File: config.mk
export PLATFORM = sky130hd
export DESIGN_NAME = way_age_victim_ctrl
export DESIGN_NICKNAME = d
export VERILOG_FILES = /design/src/rtl/way_age_victim_ctrl_pkg.sv /design/src/rtl/way_age_victim_ctrl_max_age_select.sv /design/src/rtl/way_age_victim_ctrl.sv
export SDC_FILE = /design/constraint.sdc
export NUM_CORES = 1
export LEC_CHECK = 0
export BUFFER_PORTS_ARGS = -buffer_cell sky130_fd_sc_hd__buf_2
export CORE_UTILIZATION = 40
export CTS_BUF_LIST = sky130_fd_sc_hd__clkbuf_16
export CTS_CLUSTER_SIZE = 28
export DETAILED_ROUTE_END_ITERATION = 16
export SLEW_MARGIN = 30
export SYNTH_ARGS = -nofsm -noshare
export SYNTH_HDL_FRONTEND = slang
export SYNTH_SLANG_ARGS = --single-unit
File: constraint.sdc
create_clock -name clk_in -period 20.2 [get_ports clk_in]
set_input_delay 2.02 -clock clk_in [delete_from_list [all_inputs] [get_ports clk_in]]
set_output_delay 2.02 -clock clk_in [all_outputs]
set_load 0.01 [all_outputs]
File: src/rtl/way_age_victim_ctrl_pkg.sv
// Shared replacement-controller definitions: FSM encoding, default geometry
// and the age saturation helper used by the victim controller.
package way_age_victim_ctrl_pkg;

   typedef enum logic [1:0] {
      ST_IDLE = 2'd0,
      ST_SEL  = 2'd1,
      ST_RESP = 2'd2
   } state_e;

   localparam int DEF_NUM_WAY   = 16;
   localparam int DEF_NUM_SET   = 4;
   localparam int DEF_AGE_WIDTH = 4;

   localparam int DEF_WAY_IDX_W = $clog2(DEF_NUM_WAY);
   localparam int DEF_SET_IDX_W = $clog2(DEF_NUM_SET);

   // Largest value an age counter of the given width can hold.
   function automatic int age_sat_val(input int width);
      return (1 << width) - 1;
   endfunction

endpackage

File: src/rtl/way_age_victim_ctrl_max_age_select.sv
// Masked maximum-age search over a flattened age vector; on equal ages the
// lowest way index wins.
module max_age_select #(
   parameter int NUM_WAY   = 16,
   parameter int AGE_WIDTH = 4,
   parameter int WAY_IDX_W = $clog2(NUM_WAY)
) (
   input  logic [NUM_WAY*AGE_WIDTH-1:0] ages_in,
   input  logic [NUM_WAY-1:0]           mask_in,
   output logic                         found_out,
   output logic [WAY_IDX_W-1:0]         way_out,
   output logic [AGE_WIDTH-1:0]         age_out
);

   always_comb begin
      found_out = 1'b0;
      way_out   = '0;
      age_out   = '0;
      // Strict greater-than keeps the earliest way on ties.
      for (int i = 0; i < NUM_WAY; i++) begin
         if (mask_in[i] && (!found_out || (ages_in[i*AGE_WIDTH +: AGE_WIDTH] > age_out))) begin
            found_out = 1'b1;
            way_out   = WAY_IDX_W'(i);
            age_out   = ages_in[i*AGE_WIDTH +: AGE_WIDTH];
         end
      end
   end

endmodule

File: src/rtl/way_age_victim_ctrl.sv
// Per-set, per-way saturating age tracking with a three-state victim
// selection engine behind a valid/ready request/response handshake.
module way_age_victim_ctrl
   import way_age_victim_ctrl_pkg::*;
#(
   parameter int NUM_WAY   = DEF_NUM_WAY,
   parameter int NUM_SET   = DEF_NUM_SET,
   parameter int AGE_WIDTH = DEF_AGE_WIDTH,
   parameter int WAY_IDX_W = $clog2(NUM_WAY),
   parameter int SET_IDX_W = $clog2(NUM_SET)
) (
   input  logic                 clk_in,
   input  logic                 reset_n_in,
   input  logic                 upd_valid_in,
   input  logic [SET_IDX_W-1:0] upd_set_in,
   input  logic [WAY_IDX_W-1:0] upd_way_in,
   input  logic                 req_valid_in,
   output logic                 req_ready_out,
   input  logic [SET_IDX_W-1:0] req_set_in,
   input  logic [NUM_WAY-1:0]   req_line_valid_in,
   input  logic [NUM_WAY-1:0]   req_lock_in,
   output logic                 resp_valid_out,
   input  logic                 resp_ready_in,
   output logic [WAY_IDX_W-1:0] resp_way_out,
   output logic                 resp_none_out,
   output logic [AGE_WIDTH-1:0] resp_age_out
);

   localparam logic [AGE_WIDTH-1:0] AGE_SAT = AGE_WIDTH'(age_sat_val(AGE_WIDTH));

   function automatic logic [AGE_WIDTH-1:0] sat_inc(input logic [AGE_WIDTH-1:0] a);
      return (a == AGE_SAT) ? a : a + 1'b1;
   endfunction

   state_e state_q, state_d;
   logic [AGE_WIDTH-1:0] age_q [NUM_SET][NUM_WAY];
   logic [AGE_WIDTH-1:0] age_d [NUM_SET][NUM_WAY];

   logic [NUM_WAY*AGE_WIDTH-1:0] snap_ages_q, snap_ages_d;
   logic [NUM_WAY-1:0]           snap_valid_q, snap_valid_d;
   logic [NUM_WAY-1:0]           snap_lock_q, snap_lock_d;

   logic [WAY_IDX_W-1:0] resp_way_q, resp_way_d;
   logic                 resp_none_q, resp_none_d;
   logic [AGE_WIDTH-1:0] resp_age_q, resp_age_d;

   logic                 accept;
   logic [NUM_WAY-1:0]   eligible;
   logic [NUM_WAY-1:0]   elig_invalid;
   logic                 inv_found;
   logic [WAY_IDX_W-1:0] inv_way;
   logic                 max_found;
   logic [WAY_IDX_W-1:0] max_way;
   logic [AGE_WIDTH-1:0] max_age;

   assign accept = (state_q == ST_IDLE) && req_valid_in;

   always_comb begin
      age_d = age_q;
      if (upd_valid_in) begin
         for (int w = 0; w < NUM_WAY; w++) begin
            if (w == int'(upd_way_in)) age_d[upd_set_in][w] = '0;
            else                       age_d[upd_set_in][w] = sat_inc(age_q[upd_set_in][w]);
         end
      end
   end

   // Snapshot reads storage before this edge's update lands.
   always_comb begin
      snap_ages_d  = snap_ages_q;
      snap_valid_d = snap_valid_q;
      snap_lock_d  = snap_lock_q;
      if (accept) begin
         for (int w = 0; w < NUM_WAY; w++) snap_ages_d[w*AGE_WIDTH +: AGE_WIDTH] = age_q[req_set_in][w];
         snap_valid_d = req_line_valid_in;
         snap_lock_d  = req_lock_in;
      end
   end

   always_ff @(posedge clk_in) begin
      snap_ages_q  <= snap_ages_d;
      snap_valid_q <= snap_valid_d;
      snap_lock_q  <= snap_lock_d;
   end

   assign eligible     = ~snap_lock_q;
   assign elig_invalid = eligible & ~snap_valid_q;

   always_comb begin
      inv_found = 1'b0;
      inv_way   = '0;
      for (int i = 0; i < NUM_WAY; i++) begin
         if (elig_invalid[i] && !inv_found) begin
            inv_found = 1'b1;
            inv_way   = WAY_IDX_W'(i);
         end
      end
   end

   max_age_select #(
      .NUM_WAY   (NUM_WAY),
      .AGE_WIDTH (AGE_WIDTH),
      .WAY_IDX_W (WAY_IDX_W)
   ) u_max_sel (
      .ages_in   (snap_ages_q),
      .mask_in   (eligible),
      .found_out (max_found),
      .way_out   (max_way),
      .age_out   (max_age)
   );

   always_comb begin
      resp_way_d  = resp_way_q;
      resp_none_d = resp_none_q;
      resp_age_d  = resp_age_q;
      if (state_q == ST_SEL) begin
         if (inv_found) begin
            resp_way_d  = inv_way;
            resp_none_d = 1'b0;
            resp_age_d  = '0;
         end else if (max_found) begin
            resp_way_d  = max_way;
            resp_none_d = 1'b0;
            resp_age_d  = max_age;
         end else begin
            resp_way_d  = '0;
            resp_none_d = 1'b1;
            resp_age_d  = '0;
         end
      end
   end

   always_ff @(posedge clk_in or negedge reset_n_in) begin
      if (!reset_n_in) begin
         state_q     <= ST_IDLE;
         resp_way_q  <= '0;
         resp_none_q <= 1'b0;
         resp_age_q  <= '0;
         for (int s = 0; s < NUM_SET; s++)
            for (int w = 0; w < NUM_WAY; w++) age_q[s][w] <= '0;
      end else begin
         state_q     <= state_d;
         resp_way_q  <= resp_way_d;
         resp_none_q <= resp_none_d;
         resp_age_q  <= resp_age_d;
         age_q       <= age_d;
      end
   end

   always_comb begin
      state_d = state_q;
      case (state_q)
         ST_IDLE: if (req_valid_in)  state_d = ST_SEL;
         ST_SEL:                     state_d = ST_RESP;
         ST_RESP: if (resp_ready_in) state_d = ST_IDLE;
         default:                    state_d = ST_IDLE;
      endcase
   end

   always_comb begin
      req_ready_out  = (state_q == ST_IDLE);
      resp_valid_out = (state_q == ST_RESP);
      resp_way_out   = resp_way_q;
      resp_none_out  = resp_none_q;
      resp_age_out   = resp_age_q;
   end

endmodule

==> results of run 1 <==
-- state kept, by name (all words and copies together) (netlist names) --
signal	flops
resp_none_out	1
snap_lock_q	16
age_q	256
snap_ages_q	64
snap_valid_q	16
state_q	2
resp_age_out	4
resp_way_out	4
-- worst paths after layout --
check | end | slack (ns) | startpoint
max | resp_age_out[3] | -0.92 | snap_lock_q[0]
min | resp_none_out | 0.48 | resp_none_out
max reg2reg | resp_age_out[3] | -0.92 | snap_lock_q[0]
min reg2reg | resp_none_out | 0.48 | resp_none_out
max in group asynchronous | age_q[209] | 16.60 | reset_n_in
min in group asynchronous | age_q[177] | 1.40 | reset_n_in
-- per-layer routing --
layer | vias to the layer above | track usage, % | wire, um
met1 | 7782 | 29.4 | 24600
met4 | 2 | 6.93 | 1240
li1 | 7364 | - | -
met5 | - | 0 | 13
met2 | 310 | 34.0 | 25300
met3 | 63 | 3.07 | 2270
-- cells by family after synthesis --
kind of cell | share of synthesized area, %
mux | 16.2
xor+xnor | 0.690
flops | 47.1
compound gates | 15.8
buf+inv | 3.12
simple gates | 12.8
fa+ha+maj | 4.30
-- per-stage QoR --
stage          hold WS (ns)  util, %  setup WS (ns)  std cells
6_report              0.483     49.5         -0.925       2772
5_1_grt               0.505     49.5          -2.01       2771
4_1_cts               0.476     48.6         -0.748       2758
3_5_place_dp          0.459     44.8          -1.22       2649
3_3_place_gp          0.454     44.7         -0.493       2648
2_1_floorplan         0.461        -         -0.599       1875
-- cells in the final DEF, fill, tap and decap left out, types with 8 or more instances in the layout --
| master | count |
|---|---|
| o211ai_1 | 25 |
| a21oi_1 | 73 |
| and2_1 | 9 |
| o21ai_0 | 260 |
| inv_1 | 68 |
| nand3_1 | 43 |
| mux4_2 | 128 |
| o21ai_2 | 8 |
| o22ai_1 | 9 |
| and3_1 | 18 |
| buf_2 | 51 |
| edfxtp_1 | 96 |
| mux2_2 | 18 |
| ha_4 | 20 |
| xor2_1 | 16 |
| o21ai_1 | 16 |
| buf_6 | 10 |
| nand2b_1 | 14 |
| nor2b_1 | 13 |
| clkinv_2 | 9 |
| nor2_1 | 82 |
| nand3b_1 | 18 |
| nand2_1 | 296 |
| a21oi_2 | 17 |
| a21o_1 | 8 |
| a31o_2 | 16 |
| ha_1 | 47 |
| clkinv_1 | 9 |
| buf_4 | 181 |
| clkbuf_16 | 42 |
| dfrtp_1 | 267 |
-- cell type report --
| cell class | instances | area (um^2) | area share, % |
|---|---|---|---|
| Multi-Input combinational cell | 1345 | 11000 | 44.3 |
| Sequential cell | 363 | 9560 | 38.5 |
| Clock inverter | 31 | 285 | 1.15 |
| Tap cell | 672 | 841 | 3.39 |
| Antenna cell | 1 | 2.50 | 0.0101 |
| Timing Repair Buffer | 246 | 1800 | 7.27 |
| Clock buffer | 42 | 1050 | 4.23 |
| Inverter | 72 | 273 | 1.10 |
-- worst max-delay path: cells and delay by family, from the launching register on --
| kind | cells | cell delay (ns) |
|---|---|---|
| multiplexers | 7 | 1.70 |
| AND/OR/NAND/NOR | 31 | 4.55 |
| buffers and inverters | 11 | 1.14 |
| adder cells (fa/ha/maj) | 15 | 3.74 |
| flip-flops | 1 | 0.51 |
| AO/OA/AOI/OAI | 53 | 9.37 |
-- timing repair --
| action | CTS | global route |
|---|---|---|
| setup endpoints to repair | 8 | 8 |
| setup buffers | 36 | 13 |
| resized for setup | 60 | 71 |
| pin swaps | 62 | 57 |
| hold buffers | 0 | 0 |
==> summary.md, run 1 <==
| Metric | Value |
|---|---|
| Syn_nets | 1989 |
| FFs w/ async S/R, synth | 73.6% |
| Vias/cell | between 5 and 6 |
| Clock sink count | 363 |
| Mean Syn Cell Area | 10.8 um^2 |
| Reg2Reg Depth | 117 |
| Max Clock Skew | approximately 0.017 ns |
| FP Rows | 82 |
| Critical path type | flop to flop |
| Status | complete, but fails checks |
| GRT Overall Usage | between 20% and 30% |
| Synth-to-layout area growth | 22.2% |
| Chip Height | 227 um |
| Post-synth top area share | roughly a third |
| Initial DRC count | ~900 |
| CP endpoint kind | flop |
| # nets final | 2182 |
| Num ports | 56 |
| CP arrival | 21.62 ns |
| Most frequent cell after synthesis | nand2_1 |
| DRC violations left | 0 |
| Netlist Area Pre-Place | 0.0203 mm^2 |
| Max-slew headroom | between 30% and 40% |
| Synth area leader | dfrtp_1 |
| FILL cells | 4447 |
| Initial antenna violation count | 2 |
| Mapped Cells | 1875 |
| PortBufs | 55 |
| Worst path required time | 20.69 ns |
| GPL Wtd Cong | 0.867 |
| Fin worst setup slack | -0.925 ns |
| Synth cell types | 85 |
| Hold crit path type | flop to flop |
| #FFs+latches synth | 363 |
| Initial cell density of the core | around two fifths |
| Chip Width | 227 um |
| Slew Limit Fails | 0 |
| Setup TNS | -6.05 ns |
| Max incr delay on CP | 0.51 ns |
| ANT nets after route | 0 |
| Post-DP HPWL | 35800 um |
| Max Fclk | 47.3 MHz |
| Fin crit share | 105% |
| Core area | 0.0502 mm^2 |
| CTS Buf Count | 40 |
| Later-pin clock latency in the skew report | 0.56 ns |
| CTS root buf | clkbuf_16 |
| Clock-pin slew on the worst setup and hold paths | around 0.06 ns |
| Vias | roughly 16000 |
| Share of layout cells above drive strength 1 | 29.9% |
| Failing checks | negative setup slack |
| # setup viols final | 8 |
| Post-layout min period | approximately 21 ns |
| Worst-Margin Slew | a little over 0.9 ns |
| Crit Path Max Fanout | 7 |
| Vias in the first global route | 15500 |
| Slowest cell on crit path | edfxtp_1 |
| H-tree levels | 2 |
| Hold Vio Cnt, Final | 0 |
| Worst Setup Start Kind | flop |
| First-pass GRT wire length | between 80000 and 90000 um |
| EDFF count, synth | 96 |
| Final Cell Area | 0.0248 mm^2 |
| Placed Area | 0.0225 mm^2 |
| Final wirelength | 53400 um |
| Post-synthesis sequential area ratio | 47.1% |
| Total iterations of the first detailed-routing run | 6 |
| Max-cap violation count | 0 |
| CTS tree | yes |
| YS warnings | 0 |
| Synth area leaders | dfrtp_1 (33%), edfxtp_1 (14%), mux4_2 (14%) |
| Primary FF master, synth | dfrtp_1 |
| Clock Tree Buf Depth | 3 |
| Routed length per instance | 19.3 um |
| RSZ-0062 raised after global routing | true |
| Hold Crit Depth | 2 |
| GR Overflow Total | 0 |
| Top post-synthesis cells by count | nand2_1 (306), o21ai_0 (283), dfrtp_1 (267) |
| Pin count of the biggest net entering global routing | 81 |
| Die ar. | 0.0517 mm^2 |
Power of run 1 is not shown: default switching activity piles up to over one toggle a cycle in this logic, so the estimate is an artifact.
==> run 2: changes to the inputs <==
- clock period: 20.2 -> 26 ns (I/O delays scaled with it)
==> run 2 against run 1 <==
- the run now ends clean
- sequential share of layout area is 3.8 points higher
- die area stayed put
- worst setup slack improved by 2.9 ns
- largest cell class unchanged
- utilization decreased by 4.4 points
- critical path type unchanged
==> summary.md, run 2 (synthesized netlist as in run 1, its figures left out) <==
| Metric | Value |
|---|---|
| Post-DP HPWL | 33700 um (was 35800 um) |
| Clock-pin slew on the worst setup and hold paths | 0.06 ns (about the same) |
| CTS root buf | clkbuf_16 (unchanged) |
| ANT nets after route | 0 (unchanged) |
| First-pass GRT wire length | 81700 um (was 85200 um) |
| Vias/cell | 5.69 (was 5.60) |
| Hold Crit Depth | 1 (was 2) |
| Most common cell after layout, fill and taps aside | nand2_1 (unchanged) |
| Share of layout cells above drive strength 1 | 17.5% (was 29.9%) |
| FP Rows | 82 (unchanged) |
| CTS tree | yes (unchanged) |
| Post-layout min period | 24.07 ns (was 21.12 ns) |
| Pin count of the biggest net entering global routing | 120 (was 81) |
| Hold_buf cts | 0 (unchanged) |
| Most flop-heavy register | age_q (unchanged) |
| Num ports | 56 (unchanged) |
| Status | finished, final reports clean (was complete, but fails checks) |
| CP arrival | 24.57 ns (was 21.62 ns) |
| Routed length per instance | 19.5 um (was 19.3 um) |
| Initial cell density of the core | 40.5% (unchanged) |
| Hold crit path type | flop to flop (unchanged) |
| Busiest layer in global routing | met2 (unchanged) |
| Initial antenna violation count | 4 (was 2) |
| Later-pin clock latency in the skew report | 0.57 ns (was 0.56 ns) |
| CTS Buf Count | 40 (unchanged) |
| Vias | 14800 (was 15500) |
| Vias in the first global route | 14900 (was 15500) |
| Top cell by count, worst path | ha_1 |
| Final wirelength | 50700 um (was 53400 um) |
| Worst-Margin Slew | 0.906 ns (was 0.913 ns) |
| Max-cap violation count | 0 (unchanged) |
| Max Clock Skew | 0.0217 ns (was 0.0173 ns) |
| Crit Path Max Fanout | 15 (was 7) |
| Initial DRC count | 947 (was 898) |
| Hold Vio Cnt, Final | 0 (unchanged) |
| Clock sink count | 363 (unchanged) |
| Max reg flops | 256 (unchanged) |
| Clock Tree Buf Depth | 3 (unchanged) |
| Die ar. | 0.0517 mm^2 (unchanged) |
| Largest registers | age_q: 256 flops, snap_ages_q: 64 flops (unchanged) |
| GRT met1 Usage | 27.5% (was 29.4%) |
| Most frequent cells in the layout | nand2_1 (303), o21ai_0 (279), dfrtp_1 (267), mux4_2 (128), edfxtp_1 (96) (was nand2_1 (296), dfrtp_1 (267), o21ai_0 (260), buf_4 (181), mux4_2 (128)) |
| Worst Setup Start Kind | flop (unchanged) |
| GPL Wtd Cong | 0.904 (was 0.867) |
| Max-slew headroom | 39.6% (was 39.1%) |
| Reg2Reg Depth | 117 (unchanged) |
| # nets final | 2012 (was 2182) |
| Setup slack, reg-to-reg | 1.93 ns (was -0.92 ns) |
| Slowest cell on crit path | edfxtp_1 (unchanged) |
| Core area | 0.0502 mm^2 (unchanged) |
| Critical path type | flop to flop (unchanged) |
| DRC violations left | 0 (unchanged) |
| M2 GR Usage | 33.5% (was 34.0%) |
| Fin crit share | 92.6% (was 105%) |
| Max Fclk | 41.5 MHz (was 47.3 MHz) |
| PortBufs | 55 (unchanged) |
| GRT Overall Usage | 20.3% (was 21.1%) |
| Max incr delay on CP | 0.54 ns (was 0.51 ns) |
| # setup viols final | 0 (was 8) |
| Synth-to-layout area growth | 11.3% (was 22.2%) |
| Total iterations of the first detailed-routing run | 5 (was 6) |
| Worst path required time | 26.49 ns (was 20.69 ns) |
| Final cell count without fillers | 2603 (was 2772) |
| H-tree levels | 2 (unchanged) |
| CP endpoint kind | flop (unchanged) |
| Chip Height | 227 um (unchanged) |
| M3 GR Usage | 3.56% (was 3.07%) |
| GR Overflow Total | 0 (unchanged) |
| Slew Limit Fails | 0 (unchanged) |
| Placed Instances | 2518 (was 2649) |
| Chip Width | 227 um (unchanged) |
run 2: changes by cell type in the layout (fill, tap and decap cells not counted), moves of 7 or more:
cell / before / now
o21ai_0: 260 / 279
nor2b_4: 7 / 0
a21oi_2: 17 / 4
o21ai_2: 8 / 0
nor2b_1: 13 / 22
o21ai_1: 16 / 7
ha_1: 47 / 69
ha_4: 20 / 0
nand2_1: 296 / 303
a21oi_1: 73 / 87
inv_1: 68 / 81
buf_4: 181 / 19
run 2: cell type report:
cell class              instances  area [um^2]
repair buffers                 76          485
flip-flops and latches        363         9560
inverters                      72          270
well taps                     672          841
fillers                      4664        27600
clock buffers                  42         1050
multi-input cells            1345        10200
clock inverters                32          179
diodes                          1         2.50
run 2: critical path: cells and delay by family, from the launching register on:
kind / cells / cell delay, ns
AOI/OAI and AO/OA: 56 / 11.61
adders and majority gates: 15 / 4.20
buffers and inverters: 9 / 0.86
DFF: 1 / 0.54
muxes: 6 / 1.51
and+or+nand+nor: 31 / 5.27
run 2: worst paths after layout:
check	startpoint	endpoint
max	snap_lock_q[0]	resp_age_out[3]
min	resp_age_out[2]	resp_age_out[2]
max reg2reg	snap_lock_q[0]	resp_age_out[3]
min reg2reg	resp_age_out[2]	resp_age_out[2]
max in group asynchronous	reset_n_in	age_q[148]
min in group asynchronous	reset_n_in	age_q[241]
run 2: through the flow:
| stage | hold WS [ns] | setup slack [ns] | area, um^2 | setup TNS (ns) | util [%] |
|---|---|---|---|---|---|
| floorplan | 0.461 | 3.64 | 20300 | 0 | - |
| global placement | 0.451 | 1.16 | 21200 | 0 | 42.3 |
| detailed placement | 0.460 | 0.683 | 21200 | 0 | 42.3 |
| CTS | 0.474 | 0.631 | 22400 | 0 | 44.7 |
| global route | 0.503 | -0.0389 | 22600 | -0.0608 | 45.1 |
| finish | 0.468 | 1.93 | 22600 | 0 | 45.1 |
run 2: routing by layer:
layer	vias to the layer above	wire (um)
li1	7024	-
met1	7380	22700
met2	336	24300
met3	64	2840
met4	2	922
met5	-	8
run 2: what timing repair did:
action                     4_1_cts  5_1_grt
setup buffers                    0        9
resized for setup                0       16
setup endpoints to repair        0        8
Power of run 2 is left out for the same reason.
